[config.mk]
export PLATFORM = sky130hd
export DESIGN_NAME = spi_slave_burst
export DESIGN_NICKNAME = d
export VERILOG_FILES = /design/src/rtl/spi_slave_burst.sv
export SDC_FILE = /design/constraint.sdc
export NUM_CORES = 1
export LEC_CHECK = 0
export ABC_CLOCK_PERIOD_IN_PS = 2100
export BUFFER_PORTS_ARGS = -buffer_cell sky130_fd_sc_hd__buf_4
export CORE_UTILIZATION = 30
export CTS_CLUSTER_DIAMETER = 100
export DETAILED_ROUTE_END_ITERATION = 12
export PLACE_DENSITY = 0.57
export SYNTH_ARGS = -nofsm -noshare
export SYNTH_HDL_FRONTEND = slang
export SYNTH_SLANG_ARGS = --single-unit
export TNS_END_PERCENT = 100
[constraint.sdc]
create_clock -name clk -period 2.1 [get_ports clk]
set_input_delay 0.105 -clock clk [delete_from_list [all_inputs] [get_ports clk]]
set_output_delay 0.105 -clock clk [all_outputs]
set_load 0.02 [all_outputs]
[src/rtl/spi_slave_burst.sv]
// spi_slave_burst: SPI slave front-end for the single-port RAM subsystem.
// Deserialises {cmd, payload} frames onto rx_data/rx_valid, and serialises
// RAM read data from tx_data/tx_valid onto MISO. With BURST=1 a frame can
// carry several words while SS_n stays low.
// Optional: define SPI_ERR_CNT_EN to add the err_cnt aborted-frame counter.
module spi_slave_burst #(
    parameter int ADDR_W = 8,
    parameter int DATA_W = 8,
    parameter bit BURST  = 1'b1,
    localparam int PW    = (ADDR_W > DATA_W) ? ADDR_W : DATA_W
) (
    input  logic          clk,
    input  logic          rst_n,
    input  logic          SS_n,
    input  logic          MOSI,
    output logic          MISO,
    output logic [PW+1:0] rx_data,
    output logic          rx_valid,
    input  logic [DATA_W-1:0] tx_data,
    input  logic          tx_valid
`ifdef SPI_ERR_CNT_EN
    ,
    output logic [7:0]    err_cnt
`endif
);

    localparam int CW = $clog2(PW + 2);

    typedef enum logic [2:0] {
        IDLE, CHK_CMD, WRITE, READ_ADD, READ_DATA, WAIT_TX, SHIFT_OUT
    } state_t;

    state_t              state_q, state_d;
    logic [CW-1:0]       cnt_q, cnt_d;
    logic                cmd1_q, cmd1_d;
    logic                cmd0_q, cmd0_d;
    logic [PW-1:0]       pay_q, pay_d;
    logic                wr_done_q, wr_done_d;
    logic                rd_addr_seen_q, rd_addr_seen_d;
    logic [PW+1:0]       rx_data_q, rx_data_d;
    logic                rx_valid_q, rx_valid_d;
    logic                miso_q, miso_d;
    logic [DATA_W-1:0]   tx_sr_q, tx_sr_d;
    logic                abort;

    // State register and datapath flops
    always_ff @(posedge clk or negedge rst_n) begin
        if (!rst_n) begin
            state_q        <= IDLE;
            cnt_q          <= '0;
            cmd1_q         <= 1'b0;
            cmd0_q         <= 1'b0;
            pay_q          <= '0;
            wr_done_q      <= 1'b0;
            rd_addr_seen_q <= 1'b0;
            rx_data_q      <= '0;
            rx_valid_q     <= 1'b0;
            miso_q         <= 1'b0;
            tx_sr_q        <= '0;
        end else begin
            state_q        <= state_d;
            cnt_q          <= cnt_d;
            cmd1_q         <= cmd1_d;
            cmd0_q         <= cmd0_d;
            pay_q          <= pay_d;
            wr_done_q      <= wr_done_d;
            rd_addr_seen_q <= rd_addr_seen_d;
            rx_data_q      <= rx_data_d;
            rx_valid_q     <= rx_valid_d;
            miso_q         <= miso_d;
            tx_sr_q        <= tx_sr_d;
        end
    end

    // Next-state and datapath logic. wr_done_q marks the cycle after a
    // completed WRITE word, where SS_n decides between burst continuation
    // and normal frame end; SHIFT_OUT uses cnt==DATA_W for the same purpose.
    always_comb begin
        state_d        = state_q;
        cnt_d          = cnt_q;
        cmd1_d         = cmd1_q;
        cmd0_d         = cmd0_q;
        pay_d          = pay_q;
        wr_done_d      = wr_done_q;
        rd_addr_seen_d = rd_addr_seen_q;
        rx_data_d      = rx_data_q;
        rx_valid_d     = 1'b0;
        miso_d         = miso_q;
        tx_sr_d        = tx_sr_q;
        abort          = 1'b0;

        case (state_q)
            IDLE: begin
                cnt_d     = '0;
                wr_done_d = 1'b0;
                miso_d    = 1'b0;
                if (!SS_n) state_d = CHK_CMD;
            end

            CHK_CMD: begin
                if (SS_n) begin
                    abort = 1'b1;
                end else begin
                    cmd1_d = MOSI;
                    cnt_d  = '0;
                    if (!MOSI)               state_d = WRITE;
                    else if (rd_addr_seen_q) state_d = READ_DATA;
                    else                     state_d = READ_ADD;
                end
            end

            WRITE, READ_ADD, READ_DATA: begin
                if (wr_done_q) begin
                    // only reachable in WRITE
                    if (SS_n) begin
                        wr_done_d = 1'b0;
                        state_d   = IDLE;
                    end else if (BURST) begin
                        // continuation word: payload only, cmd kept
                        wr_done_d = 1'b0;
                        cnt_d     = CW'(1);
                    end
                end else if (SS_n) begin
                    abort = 1'b1;
                end else begin
                    if (cnt_q == '0) cmd0_d = MOSI;
                    else             pay_d  = {pay_q[PW-2:0], MOSI};
                    cnt_d = cnt_q + CW'(1);
                    if (cnt_q == CW'(PW)) begin
                        rx_data_d  = {cmd1_q, cmd0_q, pay_q[PW-2:0], MOSI};
                        rx_valid_d = 1'b1;
                        cnt_d      = '0;
                        case (state_q)
                            WRITE:    wr_done_d = 1'b1;
                            READ_ADD: begin
                                rd_addr_seen_d = 1'b1;
                                state_d        = IDLE;
                            end
                            default: begin
                                rd_addr_seen_d = 1'b0;
                                state_d        = WAIT_TX;
                            end
                        endcase
                    end
                end
            end

            WAIT_TX: begin
                miso_d = 1'b0;
                if (SS_n) begin
                    abort = 1'b1;
                end else if (tx_valid) begin
                    tx_sr_d = tx_data;
                    cnt_d   = '0;
                    state_d = SHIFT_OUT;
                end
            end

            SHIFT_OUT: begin
                if (cnt_q == CW'(DATA_W)) begin
                    // last bit has been on MISO for a full cycle
                    miso_d = 1'b0;
                    cnt_d  = '0;
                    if (BURST && !SS_n) begin
                        rx_valid_d = 1'b1;
                        rx_data_d  = {2'b11, {PW{1'b0}}};
                        state_d    = WAIT_TX;
                    end else begin
                        state_d = IDLE;
                    end
                end else if (SS_n) begin
                    abort = 1'b1;
                end else begin
                    miso_d  = tx_sr_q[DATA_W-1];
                    tx_sr_d = {tx_sr_q[DATA_W-2:0], 1'b0};
                    cnt_d   = cnt_q + CW'(1);
                end
            end

            default: state_d = IDLE;
        endcase

        // rd_addr_seen is deliberately left alone on abort
        if (abort) begin
            state_d   = IDLE;
            cnt_d     = '0;
            miso_d    = 1'b0;
            wr_done_d = 1'b0;
        end
    end

    assign MISO     = miso_q;
    assign rx_data  = rx_data_q;
    assign rx_valid = rx_valid_q;

`ifdef SPI_ERR_CNT_EN
    logic [7:0] err_cnt_q, err_cnt_d;

    // Saturating count of frames cut short by SS_n
    always_comb begin
        err_cnt_d = err_cnt_q;
        if (abort && err_cnt_q != 8'hFF) err_cnt_d = err_cnt_q + 8'd1;
    end

    // Error counter register
    always_ff @(posedge clk or negedge rst_n) begin
        if (!rst_n) err_cnt_q <= 8'd0;
        else        err_cnt_q <= err_cnt_d;
    end

    assign err_cnt = err_cnt_q;
`endif

endmodule

# Word level (Yosys, flattened, before mapping)

Cells that the tools add are included.

Word-level logic and storage cells: 119
Input bits: 13
Bits in registers: 38
Output and inout bits: 12

Multiplexer cells: 58
Eq/ne operators: 26
Add/subtract/negate cells: 1
Bitwise gates (word level): 4
Reduce and logical (&&, ||, !) cells: 19

Operators by type and width:

| operator                                            | count |
|---|---|
| 2-to-1 mux 10 bit                                   | 5 |
| 2-to-1 mux 4 bit                                    | 10 |
| 2-to-1 mux 3 bit                                    | 13 |
| 2-to-1 mux 8 bit                                    | 4 |
| inequality test 4 bit, second input constant        | 5 |
| case mux 10 bit (2 select lines)                    | 1 |
| case mux 4 bit (5 select lines)                     | 1 |
| inequality test 3 bit, second input constant        | 6 |
| 2-to-1 mux 1 bit                                    | 16 |
| inequality test 2 bit, second input constant        | 8 |
| case mux 8 bit (2 select lines)                     | 1 |
| case mux 3 bit (5 select lines)                     | 1 |
| AND reduction 6 bit                                 | 2 |
| AND reduction 5 bit                                 | 2 |
| equality test 3 bit, second input constant          | 3 |
| AND reduction 9 bit                                 | 1 |
| case mux 1 bit (2 select lines)                     | 4 |
| AND reduction 4 bit                                 | 2 |
| equality test 3 x 2 -> 1 bit, second input constant | 2 |
| case mux 3 bit (2 select lines)                     | 1 |
| nonzero test 3 bit                                  | 2 |
| nonzero test 6 bit                                  | 1 |
| adder 4 x 1 -> 4 bit, second input constant         | 1 |
| equality test 4 bit, second input constant          | 1 |
| other kinds (9)                                     | 15 |

# Depth between registers and ports, before layout

Depth after elaboration: 7
Gate-level depth with buffers: 9
Gate-level depth less buffers: 7

# Least setup slack after synthesis

No wires, ideal clock.

Path type: flip-flop to flip-flop
From: reg cnt_q[0]
To: reg rx_data_q[0], in the netlist rx_data[0]
Required time: 1.982 ns
Buffers on the path: 2
Setup slack: 0.432 ns
Period minus slack after synthesis: 1.668 ns
Stages on the path, launching flop included: 9
Arrival time: 1.551 ns
Cells stage by stage: dfrtp_1 inv_1 ha_1 nand3b_2 or3_1 buf_6 buf_6 nand2_1 o21ai_2

Longest elaborated chain between the ends: 3
Elaborated cells between the ends (all ways): 4
Those cells by class: eq/ne (3); reduce/logical (1)

Ends and longest elaborated chain:

| item                              | RTL line | text |
|---|---|---|
| start, declared                   | 34       | `logic [CW-1:0] cnt_q, cnt_d;` |
| start signal, assigned            | 62       | `cnt_q <= cnt_d;` |
| equality test 4 bit (*)           | 129, 160 |  |
| inequality test 2 bit (no line)   | --       |  |
| AND reduction 6 bit (no line) (*) | --       |  |
| end signal, assigned              | 68       | `rx_data_q <= rx_data_d;` |
| end, declared                     | 40       | `logic [PW+1:0] rx_data_q, rx_data_d;` |

Every way passes the cells marked *; elsewhere a longest branch is shown, timed or not.
A chain may end at the register's enable or synchronous reset.

# Final worst setup path

From: reg state_q[0]
To: reg state_q[2]

Longest elaborated chain between the ends: 7
Elaborated cells between the ends (all ways): 26
Those cells by class: eq/ne (15); mux (7); reduce/logical (4)

Ends and longest elaborated chain:

| item                            | RTL line | text |
|---|---|---|
| start, declared                 | 33       | `state_t state_q, state_d;` |
| start signal, assigned          | 61       | `state_q <= state_d;` |
| equality test 3 x 2 -> 1 bit    | 92, 133  |  |
| case mux 3 bit (2 select lines) | 133      | `case (state_q)` |
| 2-to-1 mux 3 bit                | 129      | `if (cnt_q == CW'(PW)) begin` |
| 2-to-1 mux 3 bit                | 123      | `end else if (SS_n) begin` |
| 2-to-1 mux 3 bit                | 113      | `if (wr_done_q) begin` |
| case mux 3 bit (5 select lines) | 92       | `case (state_q)` |
| 2-to-1 mux 3 bit                | 184      | `if (abort) begin` |

Several ways; a longest one is shown, not always the timed one. The select of a mux whose other input is x is not followed.

==> results.ini <==
[synth]
seq_area_frac_synth_pct = 46.68
syn-num-nets = 232
ys_ff_latch = 38
synthFlopType = dfrtp_1
synth_edf_count = 0
syn_area_per_cell_um2 = 9.387
synth_warnings = 0
synth_cell_types = 44
synth_area_um2 = 2037
async_flop_share_pct = 100.0
synth_cells = 217

[die]
rows = 29
die_w_um = 84.40
start_util_pct = 31.54
ios = 25
die_area_um2 = 7123
dieHeight_um = 84.40
coreArea_um2 = 6459

[clock_tree]
clk-insertion-delay-late_ns = 0.29
cts_buffers = 5
clk_pin_slew_ns = 0.07
clock_path_buffers = 2
clockRootBuffer = clkbuf_8
htreeDepth = 2
cts_sinks = 38
cts_tree = built

[drt]
drt-initial-drc-count = 87
ant_nets = 0
vias = 1593
vias_per_cell = 5.009
first_pass_iters = 4
drt-wirelength-per-cell_um = 13.36
wl_um = 4249
drc = 0

[flow_run]
cap_violations = 0

[power_and_ir_drop]
intPower_mw = 1.609
pwr-share-clk_pct = 20.5
p_total_mw = 2.533
ir_drop_v = 0.0004652
switching_share_pct = 36.50
comb_power_share_pct = 37.2
p_seq_share_pct = 42.3
switchingPower_mw = 0.9245
power.density_nw_per_um2 = 1066
leakagePower_nw = 1.106

[worst_hold_path]
holdPathStages = 3
min_path_type = input pin to register
worstHoldStart = tx_data[0]

[final_layout]
n_antenna_cell = 0
fillerInstances = 669
final_util_pct = 36.81
nets = 255
synthToLayoutAreaGrowth_pct = 16.71
drive_gt1_share_pct = 20.33
stdcell_count = 318

[timing]
slew_violations = 0
max_freq_mhz = 503.3
hold_viol_final = 0
fin_crit_sh_pct = 94.61
min_period_ns = 1.987
relSlewSlack_pct = 66.80
setup_tns_ns = 0
final.setup.worst_slack_ns = 0.1132
grt_setup_unrepaired = false
setup_violations = 0
clock-skew-final_ns = 0.003230
worst_pin_slew_ns = 0.4980

[place]
dp_slack_ns = 0.1383
placed_cells = 309
place_congestion = 0.8366
post-dp-hpwl_um = 2971
numPortBuffers = 24

[global_route]
antenna_found_initial = 0
grt_start_max_net_pins = 39
gr-total-overflow = 0
grt_use_total_pct = 12.67
grt_pass1_vias = 1506
grt_pass1_wl_um = 7148

[worst_setup_path]
crit_fanout = 15
reg2reg_depth = 5
cp-end-kind = register
cp-startpoint = state_q[0]
worstSetupPathType = register to register
critPathArrivalTime_ns = 2.16
startpoint_type = register
timing.rr.start = state_q[0]
cp.required_ns = 2.28

[outcome]
outcome = finished, final reports clean

[worst max-delay path, cell delays in order (launching register included)]
cell,delay [ns]
dfrtp_1,0.61
nor2b_1,0.14
or2_1,0.28
a22oi_1,0.24
o22a_1,0.26
mux2_1,0.33
[final cells by class]
type                    instances  area [µm²]  area share, %
inverters                       8       30.03          1.263
repair buffers                 31       235.2          9.895
clock buffers                   7       86.33          3.632
multi-input cells             156       973.4          40.95
well taps                      77       96.34          4.053
clock inverters                 1       5.005         0.2105
flip-flops and latches         38       950.9          40.00
[cells by family (layout without fill, tap and decap cells)]
group | count (synthesis) | after routing | synth area share (%)
xor gates and xnor gates | 1 | 1 | 0.4301
DFF | 38 | 38 | 46.68
buffers and inverters | 23 | 47 | 5.774
muxes | 17 | 17 | 9.029
and+or+nand+nor | 80 | 80 | 19.72
AOI/OAI and AO/OA | 56 | 56 | 17.14
adders and majority gates | 2 | 2 | 1.228
[Yosys cell counts (2+ instances only)]
cell type	n	area, µm²
buf_6	2	22.52
o21ai_1	9	45.04
and2b_1	2	15.01
o22ai_1	2	12.51
ha_1	2	25.02
o21ai_0	10	50.05
clkbuf_1	2	7.510
mux2_1	6	67.56
buf_2	10	50.05
nand2_1	30	112.6
dfrtp_1	38	950.9
o22a_1	2	17.52
nor2_1	18	67.56
a21oi_1	16	80.08
a22oi_1	4	30.03
a32o_1	3	30.03
o21ai_2	2	17.52
nor2b_1	4	25.02
inv_1	8	30.03
nor3_1	4	20.02
mux2i_1	6	60.06
nand2b_1	5	31.28
mux2_2	5	56.30
nand3_1	6	30.03
o21bai_1	2	15.01
[placed cells by master, fill, tap and decap left out, types with 5 or more instances in the layout]
cell type and instances:
mux2_2 5, dfrtp_1 38, nor2_1 18, inv_1 8
buf_4 30, mux2_1 6, o21ai_1 9, a21oi_1 16
mux2i_1 6, clkbuf_8 6, o21ai_0 10, nand2_1 30
nand2b_1 5, nand3_1 6
[flip-flops by register name, indices dropped and copies added, names as in the netlist]
register        count
pay_q               7
cmd0_q              1
state_q             3
rd_addr_seen_q      1
cmd1_q              1
cnt_q               4
MISO                1
tx_sr_q             8
rx_valid            1
rx_data            10
wr_done_q           1
[power by group through the flow]
stage	Clock, mW	Combinational, mW	Sequential, mW
global placement	0	0.937	1.08
detailed placement	0	0.944	1.08
floorplan	0	0.763	1.01
CTS	0.544	0.950	1.07
global route	0.570	1.06	1.10
finish	0.519	0.943	1.07
[path summary, 6_finish.rpt]
kind / end / slack (ns)
worst min-delay path: tx_sr_q[0] / 0.04
worst min register to register: rx_data[0] / 0.49
max in group asynchronous: cnt_q[0] / 1.44
worst max register to register: state_q[2] / 0.11
worst max-delay path: state_q[2] / 0.11
min in group asynchronous: tx_sr_q[4] / 0.31
[metrics by stage]
step                      hold WS (ns)  area (µm²)
final                          0.04014        2377
after floorplan                -0.1906        2037
after CTS                      0.03712        2372
after global placement          0.1041        2271
after detailed placement        0.1141        2271
after global routing           0.08915        2377
[layer usage]
metal  GRT usage (%)  part of all wire [%]
met4           5.239                   1.5
met5               0                     0
met1           17.39                    50
met2           19.30                    45
met3           2.950                   3.4
[what timing repair did]
action / 4_1_cts / 5_1_grt
setup buffers: 0 / 0
endpoints found under the setup margin: 0 / 1
resized for setup: 0 / 1
endpoints found under the hold margin: 38 / 0
hold buffers: 1 / 0
No activity file was read; power rests on OpenSTA's default activity.
